### src/rtl/posit_defines.sv
// Shared width helpers and operand bundle type for the posit arithmetic datapath.
package posit_defines;

    typedef enum logic [0:0] {
        NORMAL,
        MULT
    } width_mode_e;

    localparam int unsigned DEF_POSIT_WIDTH = 8;
    localparam int unsigned DEF_POSIT_ES    = 0;

    // Scale spans [-(N-1)*2^ES, (N-1)*2^ES - 1]; a product of two needs one more bit.
    function automatic int unsigned get_scale_width(input int unsigned n, input int unsigned es,
                                                    input width_mode_e mode);
        int unsigned w;
        w = $clog2((n - 1) << es) + 1;
        if (mode == MULT) begin
            w = w + 1;
        end
        return w;
    endfunction

    function automatic int unsigned get_fraction_width(input int unsigned n, input int unsigned es,
                                                       input width_mode_e mode);
        int unsigned w;
        w = n - es - 3;
        if (mode == MULT) begin
            w = 2 * w + 1;
        end
        return w;
    endfunction

    function automatic int unsigned get_mult_scale_width(input int unsigned n,
                                                         input int unsigned es);
        return get_scale_width(n, es, MULT);
    endfunction

    function automatic int unsigned get_mult_fraction_width(input int unsigned n,
                                                            input int unsigned es);
        return get_fraction_width(n, es, MULT);
    endfunction

    localparam int unsigned DEF_SW = get_scale_width(DEF_POSIT_WIDTH, DEF_POSIT_ES, NORMAL);
    localparam int unsigned DEF_FW = get_fraction_width(DEF_POSIT_WIDTH, DEF_POSIT_ES, NORMAL);

    typedef struct packed {
        logic              sign;
        logic              inf;
        logic              zero;
        logic [DEF_SW-1:0] scale;
        logic [DEF_FW-1:0] fraction;
    } posit_unpacked_t;

endpackage

### src/rtl/posit_mult_normalize.sv
// Normalizes an exact mantissa product (1.0 <= P < 4.0) and applies NaR/zero override.
module posit_mult_normalize
    import posit_defines::*;
#(
    parameter int unsigned POSIT_WIDTH = 8,
    parameter int unsigned POSIT_ES    = 0,
    localparam int unsigned FW  = get_fraction_width(POSIT_WIDTH, POSIT_ES, NORMAL),
    localparam int unsigned MSW = get_mult_scale_width(POSIT_WIDTH, POSIT_ES),
    localparam int unsigned MFW = get_mult_fraction_width(POSIT_WIDTH, POSIT_ES),
    localparam int unsigned PW  = 2 * FW + 2
) (
    input  logic [PW-1:0]  prod,
    input  logic [MSW-1:0] scale_sum,
    input  logic           prod_sign,
    input  logic           is_nar,
    input  logic           is_zero,
    output logic           sign,
    output logic           inf,
    output logic           zero,
    output logic [MSW-1:0] scale,
    output logic [MFW-1:0] fraction
);

    always_comb begin
        // MSB set means the product is in [2,4): drop that hidden bit and bump the scale.
        if (prod[PW-1]) begin
            fraction = prod[MFW-1:0];
            scale    = scale_sum + MSW'(1);
        end else begin
            fraction = {prod[MFW-2:0], 1'b0};
            scale    = scale_sum;
        end
        sign = prod_sign;
        inf  = 1'b0;
        zero = 1'b0;
        if (is_nar) begin
            sign     = 1'b1;
            inf      = 1'b1;
            scale    = '0;
            fraction = '0;
        end else if (is_zero) begin
            sign     = 1'b0;
            zero     = 1'b1;
            scale    = '0;
            fraction = '0;
        end
    end

endmodule

### src/rtl/posit_mult_core.sv
// Three-stage valid/ready multiplier producing an exact, unrounded decoded posit product.
module posit_mult_core
    import posit_defines::*;
#(
    parameter int unsigned POSIT_WIDTH = 8,
    parameter int unsigned POSIT_ES    = 0,
    localparam int unsigned SW  = get_scale_width(POSIT_WIDTH, POSIT_ES, NORMAL),
    localparam int unsigned FW  = get_fraction_width(POSIT_WIDTH, POSIT_ES, NORMAL),
    localparam int unsigned MSW = get_mult_scale_width(POSIT_WIDTH, POSIT_ES),
    localparam int unsigned MFW = get_mult_fraction_width(POSIT_WIDTH, POSIT_ES)
) (
    input  logic           clk,
    input  logic           rst,
    input  logic           rts_i,
    output logic           rtr_o,
    input  logic           a_sign,
    input  logic           a_inf,
    input  logic           a_zero,
    input  logic [SW-1:0]  a_scale,
    input  logic [FW-1:0]  a_fraction,
    input  logic           b_sign,
    input  logic           b_inf,
    input  logic           b_zero,
    input  logic [SW-1:0]  b_scale,
    input  logic [FW-1:0]  b_fraction,
    output logic           rts_o,
    input  logic           rtr_i,
    output logic           sign,
    output logic           inf,
    output logic           zero,
    output logic [MSW-1:0] scale,
    output logic [MFW-1:0] fraction
);

    localparam int unsigned PW = 2 * FW + 2;

    logic en;
    logic v1, v2, v3;

    logic          s1, n1, z1;
    logic [SW-1:0] a_scale1, b_scale1;
    logic [FW-1:0] a_frac1, b_frac1;

    logic           s2, n2, z2;
    logic [PW-1:0]  p2, p_d;
    logic [MSW-1:0] e2, e_d;

    logic           norm_sign, norm_inf, norm_zero;
    logic [MSW-1:0] norm_scale;
    logic [MFW-1:0] norm_fraction;

    // Single global enable: the whole pipe stalls only when the output slot is full.
    assign en    = ~v3 | rtr_i;
    assign rtr_o = en;
    assign rts_o = v3;

    always_comb begin
        p_d = {{(FW + 1){1'b0}}, 1'b1, a_frac1} * {{(FW + 1){1'b0}}, 1'b1, b_frac1};
        e_d = {a_scale1[SW-1], a_scale1} + {b_scale1[SW-1], b_scale1};
    end

    posit_mult_normalize #(
        .POSIT_WIDTH(POSIT_WIDTH),
        .POSIT_ES   (POSIT_ES)
    ) u_normalize (
        .prod     (p2),
        .scale_sum(e2),
        .prod_sign(s2),
        .is_nar   (n2),
        .is_zero  (z2),
        .sign     (norm_sign),
        .inf      (norm_inf),
        .zero     (norm_zero),
        .scale    (norm_scale),
        .fraction (norm_fraction)
    );

    always_ff @(posedge clk) begin
        if (rst) begin
            v1       <= 1'b0;
            v2       <= 1'b0;
            v3       <= 1'b0;
            s1       <= 1'b0;
            n1       <= 1'b0;
            z1       <= 1'b0;
            a_scale1 <= '0;
            b_scale1 <= '0;
            a_frac1  <= '0;
            b_frac1  <= '0;
            s2       <= 1'b0;
            n2       <= 1'b0;
            z2       <= 1'b0;
            p2       <= '0;
            e2       <= '0;
            sign     <= 1'b0;
            inf      <= 1'b0;
            zero     <= 1'b0;
            scale    <= '0;
            fraction <= '0;
        end else if (en) begin
            v1       <= rts_i;
            s1       <= a_sign ^ b_sign;
            n1       <= a_inf | b_inf;
            z1       <= ~(a_inf | b_inf) & (a_zero | b_zero);
            a_scale1 <= a_scale;
            b_scale1 <= b_scale;
            a_frac1  <= a_fraction;
            b_frac1  <= b_fraction;

            v2 <= v1;
            s2 <= s1;
            n2 <= n1;
            z2 <= z1;
            p2 <= p_d;
            e2 <= e_d;

            v3       <= v2;
            sign     <= norm_sign;
            inf      <= norm_inf;
            zero     <= norm_zero;
            scale    <= norm_scale;
            fraction <= norm_fraction;
        end
    end

endmodule

### config.mk
export PLATFORM = sky130hd
export DESIGN_NAME = posit_mult_core
export DESIGN_NICKNAME = d
export VERILOG_FILES = /design/src/rtl/posit_defines.sv /design/src/rtl/posit_mult_normalize.sv /design/src/rtl/posit_mult_core.sv
export SDC_FILE = /design/constraint.sdc
export NUM_CORES = 1
export LEC_CHECK = 0
export CORE_MARGIN = 4
export CORE_UTILIZATION = 35
export DETAILED_ROUTE_END_ITERATION = 12
export PLACE_DENSITY = 0.67
export REMOVE_ABC_BUFFERS = 1
export SYNTH_ARGS = -nofsm -noshare
export SYNTH_HDL_FRONTEND = slang
export SYNTH_SLANG_ARGS = --single-unit
### constraint.sdc
create_clock -name clk -period 4.6 [get_ports clk]
set_input_delay 0.46 -clock clk [delete_from_list [all_inputs] [get_ports clk]]
set_output_delay 0.46 -clock clk [all_outputs]
set_load 0.01 [all_outputs]
# After elaboration in Yosys (flattened, before gate mapping)
# Index checks and enable logic that the tools add are counted.
dict set report totals {
  regBits 63
  output_inout_bits 21
  input_bits 28
}
dict set report op_classes {
  mux 11
  add_sub_neg 2
  multipliers 1
  bitwise 7
}
# op count
set op_table {}
lappend op_table {{2-to-1 mux 11 bit} 3}
lappend op_table {{2-to-1 mux 5 bit} 3}
lappend op_table {{multiplier 6 x 6 -> 12 bit} 1}
lappend op_table {{adder 4 x 4 -> 5 bit} 1}
lappend op_table {{adder 5 x 1 -> 5 bit, second input constant} 1}
lappend op_table {{2-to-1 mux 1 bit} 5}
lappend op_table {{OR 1 bit} 3}
lappend op_table {{NOT 1 bit} 2}
lappend op_table {{AND 1 bit} 1}
lappend op_table {{bitwise XOR 1 bit} 1}

# Depth between registers and ports, before layout
# Gate-level depths: netlist of run 1.
dict set report logic_depth {
  depth_word 4
  ltp_mapped 12
  ltp_nobuf 12
}

# Cells and area by module
# Synthesis of run 1 repeated with hierarchy kept, for this count alone.
dict set report unflattened {
  cells_unflattened 450
  hier_area_um2 3697.3
}
# module cells_each area_per_inst_um2 seq_area_each_um2 n_inst
set modules_own_cells {}
lappend modules_own_cells {posit_mult_core 403 3325.7 1261.2 1}
lappend modules_own_cells {posit_mult_normalize 47 371.6 0.0 1}

# Worst setup path before layout of run 1
# OpenSTA, ideal clock, no wires.
dict set report synth_timing {
  kind {reg2reg}
  start {register a_frac1[2]}
  end {register p2[11]}
  arrival_ns 3.261
  stages_incl_launch_ff 13
  setup_ns 0.062
  t_required_ns 4.538
  synth_period_minus_slack_ns 3.323
  path_slack_ns 1.277
  cell_sequence {dfxtp_1 nand2_1 fa_1 inv_1 fa_1 inv_1 fa_1 inv_1 ha_1 a21oi_1 a211oi_1 or3_1 nand3_1}
}
dict set report synth_via {
  elab_chain_len 1
}
# element line_no
set synth_lines {}
lappend synth_lines {{start: declaration} posit_mult_core.sv:42} ;# logic [FW-1:0] a_frac1, b_frac1;
lappend synth_lines {{start signal: assignment} posit_mult_core.sv:107} ;# a_frac1 <= a_fraction;
lappend synth_lines {{multiplier 6 x 6 -> 12 bit} posit_mult_core.sv:58} ;# p_d = {{(FW + 1){1'b0}}, 1'b1, a_frac1} * {{(FW + 1){1'b0}}, 1'b1, b_frac1};
lappend synth_lines {{end signal: assignment} posit_mult_core.sv:114} ;# p2 <= p_d;
lappend synth_lines {{end: declaration} posit_mult_core.sv:45} ;# logic [PW-1:0] p2, p_d;
# Every way passes these cells.
# A chain may end at the register's enable or synchronous reset.

# Final worst setup path of run 1
dict set report layout_timing {
  start {register b_frac1[4]}
  end {register p2[9]}
}
dict set report layout_via {
  elab_chain_len 1
}
# element line_no
set layout_lines {}
lappend layout_lines {{start: declaration} posit_mult_core.sv:42}
lappend layout_lines {{start signal: assignment} posit_mult_core.sv:108} ;# b_frac1 <= b_fraction;
lappend layout_lines {{multiplier 6 x 6 -> 12 bit} posit_mult_core.sv:58}
# Every way passes these cells.

==> results.py, run 1 <==
metrics = {
    "clock_network": {
        "cts_num_sinks": 63,
        "post_cts_buffers": 0,
        "clk_path_buf_depth": 2,
        "clk-insertion-delay-late_ps": 340,
        "clock-root-buffer": "clkbuf_8",
        "cts_buffers": 9,
        "cts_tree": "built",
        "post_cts_resized": 0,
        "hold_buffers": 0,
        "cts.htree.levels": 3,
        "clk_pin_slew_worst_paths_ps": 70,
    },
    "die": {
        "fp-row-count": 36,
        "fp.dieArea_um2": 11700,
        "die_x_um": 108,
        "io_pins": 49,
        "coreArea_um2": 9770,
        "die_height_um": 108,
        "start_util_pct": 35.8,
    },
    "synthesis": {
        "synthArstFlopShare_pct": 0,
        "ys_top_cells_by_area": "dfxtp_1 (36%), fa_1 (10%), ha_1 (8.6%)",
        "syn_area_um2": 3500,
        "synth_top_cell_by_area": "dfxtp_1",
        "ys_ff_latch": 63,
        "synthesis.area_per_instance_um2": 8.65,
        "synth_cell_types": 35,
        "synth_ff_type": "dfxtp_1",
        "synthCells": 405,
        "yosysWarningCount": 0,
        "synth-seq-area-share_pct": 36.0,
        "synth_edf_count": 0,
        "synth_top_cell_area_share_pct": 36.0,
    },
    "sta": {
        "post-route-min-period_ps": 3650,
        "grt_setup_unrepaired": "false",
        "setup_viol": 0,
        "slew-limit-headroom_pct": 28.8,
        "fin_skew_ps": 11.1,
        "report.final.hold_viol_count": 0,
        "tightest_slew_ps": 1060,
        "fmax_mhz": 274,
        "period_share_pct": 79.3,
        "slew_violations": 0,
        "setup-tns-final_ps": 0,
    },
    "power": {
        "p_clk_share_pct": 33.3,
        "power_frac_seq_pct": 48.4,
        "p_leak_nw": 1.77,
        "power_frac_comb_pct": 18.3,
        "finalPower_mw": 1.28,
        "vdd_drop_max_mv": 0.146,
        "p_sw_share_pct": 27.6,
        "p_sw_mw": 0.353,
        "p_int_mw": 0.927,
        "powerDensity_nw_per_um2": 301,
    },
    "hold_path": {
        "hold_path_depth": 2,
        "hold_class": "reg -> reg",
    },
    "worst_setup_path": {
        "criticalPathCategory": "reg -> reg",
        "worstRegToRegCells": 12,
        "crit_fanout": 7,
        "required_ps": 4880,
        "rrSetupSlack_ps": 950,
        "worstPathArrival_ps": 3930,
        "startpoint_type": "register",
        "endpoint_kind": "register",
    },
    "grt": {
        "grt_max_degree": 65,
        "grt_usage_pct": 13.9,
        "antenna_found_initial": 0,
        "overflow": 0,
        "grt_pass1_wl_um": 13000,
        "grt_pass1_vias": 2875,
    },
    "detailed_routing": {
        "post_drt_via_cell_ratio": 4.85,
        "drtAntennaViolNets": 0,
        "drtPass1Iterations": 4,
        "routedWlPerCell_um": 12.7,
        "drtIter0Drc": 120,
        "vias": 2822,
        "drc": 0,
        "routed_wl_um": 7410,
    },
    "job": {
        "maxCapViolations": 0,
    },
    "placed_design": {
        "dpl-instance-area_um2": 4070,
        "gp_congestion": 0.810,
        "dp_hpwl_um": 5280,
        "portBuffers": 48,
    },
    "cells_and_area": {
        "antenna_cells": 0,
        "syn_to_final_growth_pct": 21.3,
        "nets": 515,
        "final_util_pct": 43.4,
        "stdcell_area_um2": 4250,
        "post_route_cells_drive_above_1_share_pct": 7.35,
    },
    "status": {
        "outcome": "completed",
    },
}
-- layer usage --
metal	routed length, µm	global-route usage [%]	vias up
li1	-	-	1446
met1	3420	17.1	1324
met2	3600	23.3	43
met3	301	3.76	9
met4	92	5.41	0
met5	0	0	-
-- worst max-delay path, cell delays in order, from the launching register on --
cell and delay (ps):
dfxtp_1 470, nand2_1 120, fa_1 510, inv_1 60
fa_1 540, inv_1 60, fa_1 520, inv_1 40
ha_1 330, nand3_1 150, a21o_1 210, a2111oi_0 440
nand3b_1 160
-- power by group through the flow --
stage | logic (mW) | registers (mW) | clock network (mW)
6_report | 0.234 | 0.620 | 0.426
5_1_grt | 0.268 | 0.627 | 0.467
4_1_cts | 0.238 | 0.620 | 0.443
3_5_place_dp | 0.237 | 0.633 | 0
3_3_place_gp | 0.232 | 0.631 | 0
2_1_floorplan | 0.147 | 0.627 | 0
-- area by class of cell --
class | instances | area, µm²
clock inverter | 3 | 18.8
timing repair buffer | 52 | 505
multi-input combinational | 293 | 2040
clock buffer | 12 | 155
fill | 964 | 5530
tap | 133 | 166
sequential | 63 | 1260
inverter | 26 | 97.6
-- final timing paths --
kind | startpoint | end
worst max register to register | b_frac1[4] | p2[9]
worst max-delay path | b_frac1[4] | p2[9]
worst min register to register | inf | inf
worst min-delay path | inf | inf
-- per-stage QoR --
step	hold slack (ps)	worst slack (ps)	std cells
after floorplan	426	1270	382
final	450	952	582
after detailed placement	443	972	567
after global routing	468	741	582
after CTS	453	959	582
after global placement	439	1130	567
-- Yosys cell counts, drive strengths merged, types with 9 or more instances --
| library cell | n |
|---|---|
| dfxtp | 63 |
| buf | 14 |
| fa | 18 |
| and2 | 15 |
| nand3b | 9 |
| inv | 26 |
| a22oi | 15 |
| a21oi | 44 |
| mux2 | 11 |
| nor2 | 27 |
| nand2 | 75 |
| ha | 24 |
| clkbuf | 9 |
-- cells by family (layout without fill, tap and decap cells) --
| kind of cell | count (synthesis) | count (layout) | share of synthesized area (%) |
|---|---|---|---|
| and+or+nand+nor | 150 | 150 | 19.7 |
| muxes | 12 | 12 | 3.82 |
| DFF | 63 | 63 | 36.0 |
| AOI/OAI and AO/OA | 82 | 82 | 14.0 |
| xor gates and xnor gates | 7 | 7 | 1.75 |
| adders and majority gates | 42 | 42 | 18.9 |
| buffers and inverters | 49 | 93 | 5.82 |
-- cell usage in the layout, fill, tap and decap left out, types with 2 or more instances in the layout --
master	synthesis	final
nand3_1	7	7
a2111oi_0	2	2
a21o_1	3	3
nand3b_1	9	9
nor2b_1	2	2
clkdlybuf4s50_1	0	47
buf_4	1	4
a22oi_1	15	15
inv_1	26	26
xnor2_1	5	5
nor3b_1	2	2
clkbuf_8	0	11
nand2_1	75	75
clkinv_2	0	2
nand4_1	2	2
o21ai_0	7	7
fa_1	18	18
mux2_2	11	11
a21oi_1	44	44
or3_1	3	3
xor2_1	2	2
dfxtp_1	63	63
nor3_1	4	4
and2_1	15	15
ha_1	24	24
a211oi_1	7	7
nor2_1	27	27
-- registers in the layout, indices dropped and copies added, names as in the netlist, 4 cells and up --
signal	count
scale	5
e2	5
b_frac1	5
b_scale1	4
a_scale1	4
a_frac1	5
p2	12
fraction	11
No activity file was read; power rests on OpenSTA's default activity.
==> run 2: changes to the inputs <==
--- a/config.mk
+++ b/config.mk
@@ -8,7 +8,7 @@
 export CORE_MARGIN = 4
 export CORE_UTILIZATION = 35
 export DETAILED_ROUTE_END_ITERATION = 12
-export PLACE_DENSITY = 0.67
+export PLACE_DENSITY = 0.69
 export REMOVE_ABC_BUFFERS = 1
 export SYNTH_ARGS = -nofsm -noshare
 export SYNTH_HDL_FRONTEND = slang
==> constraint.sdc (replaced) <==
create_clock -name clk -period 3.3 [get_ports clk]
set_input_delay 0.33 -clock clk [delete_from_list [all_inputs] [get_ports clk]]
set_output_delay 0.33 -clock clk [all_outputs]
set_load 0.01 [all_outputs]
==> run 2 against run 1 <==
  * Final cell count grew 3.8%
  * Clock skew is 4.4 ps lower
  * Setup slack got worse by 860 ps
  * Non-clock buffer count up 21
  * Combinational power is 76% higher
  * First-iteration DRC count down 32%
  * Wire length increased by 5.9%
  * Via count rose by 4.2%
  * Global-route usage grew 0.25 points
  * Critical path type unchanged
  * Critical endpoint unchanged
==> results.py, run 2 (synthesis results as in run 1) <==
metrics = {
    "status": {
        "outcome": "completed",
    },
    "detailed_routing": {
        "drtIter0Drc": 82,
        "drc": 0,
        "routedWlPerCell_um": 13.0,
        "post_drt_via_cell_ratio": 4.87,
        "routed_wl_um": 7840,
        "wl_met3_um": 330,
        "drtPass1Iterations": 4,
        "drtAntennaViolNets": 0,
        "vias": 2940,
        "top_layer_used": "met4",
        "route.met2.wl_um": 3900,
        "met1_length_um": 3480,
    },
    "grt": {
        "grt_pass1_vias": 2907,
        "grt_usage_pct": 14.2,
        "grt_pass1_wl_um": 13200,
        "antenna_found_initial": 0,
        "grt_max_degree": 50,
        "overflow": 0,
    },
    "cells_and_area": {
        "fillers": 940,
        "final_common_cell": "nand2_1",
        "largest_register_ffs": 12,
        "layout_common_cells": "nand2_1 (75), dfxtp_1 (56), clkdlybuf4s50_1 (47)",
        "antenna_cells": 0,
        "largest_registers": "p2 x12, fraction x11",
        "syn_to_final_growth_pct": 32.0,
        "final_cells": 604,
        "nets": 536,
        "post_route_cells_drive_above_1_share_pct": 17.8,
        "largest_register": "p2",
    },
    "placed_design": {
        "dp_cells": 587,
        "dp_hpwl_um": 5590,
        "gp_congestion": 0.852,
        "portBuffers": 48,
        "pre_cts_ws_ps": -175,
    },
    "hold_path": {
        "hold_path_depth": 2,
        "hold_class": "reg -> reg",
    },
    "worst_setup_path": {
        "crit_fanout": 5,
        "endpoint_kind": "register",
        "worstPathArrival_ps": 3490,
        "startpoint_type": "register",
        "required_ps": 3590,
        "worstRegToRegCells": 11,
        "criticalPathCategory": "reg -> reg",
    },
    "power": {
        "power_frac_seq_pct": 42.6,
        "powerDensity_nw_per_um2": 437,
        "p_int_mw": 1.47,
        "p_clk_share_pct": 37.1,
        "p_leak_nw": 1.90,
        "power_frac_comb_pct": 20.4,
        "p_sw_mw": 0.545,
        "vdd_drop_max_mv": 0.262,
        "p_sw_share_pct": 27.0,
    },
    "sta": {
        "tightest_slew_ps": 861,
        "report.final.hold_viol_count": 0,
        "fmax_mhz": 312,
        "post-route-min-period_ps": 3210,
        "period_share_pct": 97.2,
        "timing.final.ws_setup_ps": 93.2,
        "slew_violations": 0,
        "slew-limit-headroom_pct": 42.6,
        "setup_viol": 0,
        "setup-tns-final_ps": 0,
        "grt_setup_unrepaired": "true",
        "fin_skew_ps": 6.68,
    },
    "clock_network": {
        "cts_num_sinks": 63,
        "clk_pin_slew_worst_paths_ps": 70,
        "clk-insertion-delay-late_ps": 340,
        "clock-root-buffer": "clkbuf_8",
        "clk_path_buf_depth": 2,
        "cts_tree": "built",
        "hold_buffers": 0,
        "cts.htree.levels": 3,
        "cts_buffers": 9,
    },
    "die": {
        "die_height_um": 108,
        "coreArea_um2": 9770,
        "die_x_um": 108,
        "io_pins": 49,
        "fp-row-count": 36,
        "fp.dieArea_um2": 11700,
        "start_util_pct": 35.8,
    },
    "job": {
        "maxCapViolations": 0,
    },
}
run 2: path summary, 6_finish.rpt:
kind	start	endpoint	slack, ps
setup / recovery	a_frac1[3]	p2[9]	90
hold / removal	inf	inf	450
setup reg to reg	a_frac1[3]	p2[9]	90
hold reg to reg	inf	inf	450
run 2: power groups by stage:
stage	combinational [mW]	sequential, mW	clock, mW
floorplan	0.206	0.874	0
global placement	0.356	0.874	0
detailed placement	0.363	0.877	0
CTS	0.390	0.860	0.764
global route	0.460	0.866	0.804
finish	0.411	0.859	0.748
run 2: worst max-delay path: stages (launching register included):
cell and delay [ps]:
dfxtp_4 360, and2_4 160, fa_1 480, fa_1 500
inv_1 60, fa_1 530, inv_1 60, ha_4 290
nand2_1 80, a21o_1 210, a2111oi_4 280, nand3b_1 140
run 2: layer usage:
layer | global-route usage, % | vias up
met5 | 0 | -
met3 | 3.76 | 15
met1 | 17.0 | 1391
met4 | 4.78 | 0
met2 | 24.6 | 48
li1 | - | 1486
run 2: timing repair:
| item | CTS | global route |
|---|---|---|
| pin swaps | 3 | 14 |
| buffers inserted | 0 | 1 |
| endpoints found under the setup margin | 6 | 6 |
| resized for setup | 17 | 23 |
run 2: final cells by class:
cell class / instances / area [µm²] / share of cell area [%]
timing repair buffer: 73 / 663 / 14.3
clock inverter: 6 / 83.8 / 1.81
tap: 133 / 166 / 3.60
multi-input combinational: 293 / 2200 / 47.5
clock buffer: 10 / 138 / 2.98
inverter: 26 / 97.6 / 2.11
sequential: 63 / 1280 / 27.6
run 2: metrics by stage:
stage	power (mW)	hold WS (ps)	area, µm²	utilization, %
6_report	2.02	453	4620	47.3
5_1_grt	2.13	474	4620	47.3
4_1_cts	2.01	458	4520	46.2
3_5_place_dp	1.24	446	4220	43.2
3_3_place_gp	1.23	439	4220	43.2
2_1_floorplan	1.08	399	3400	-
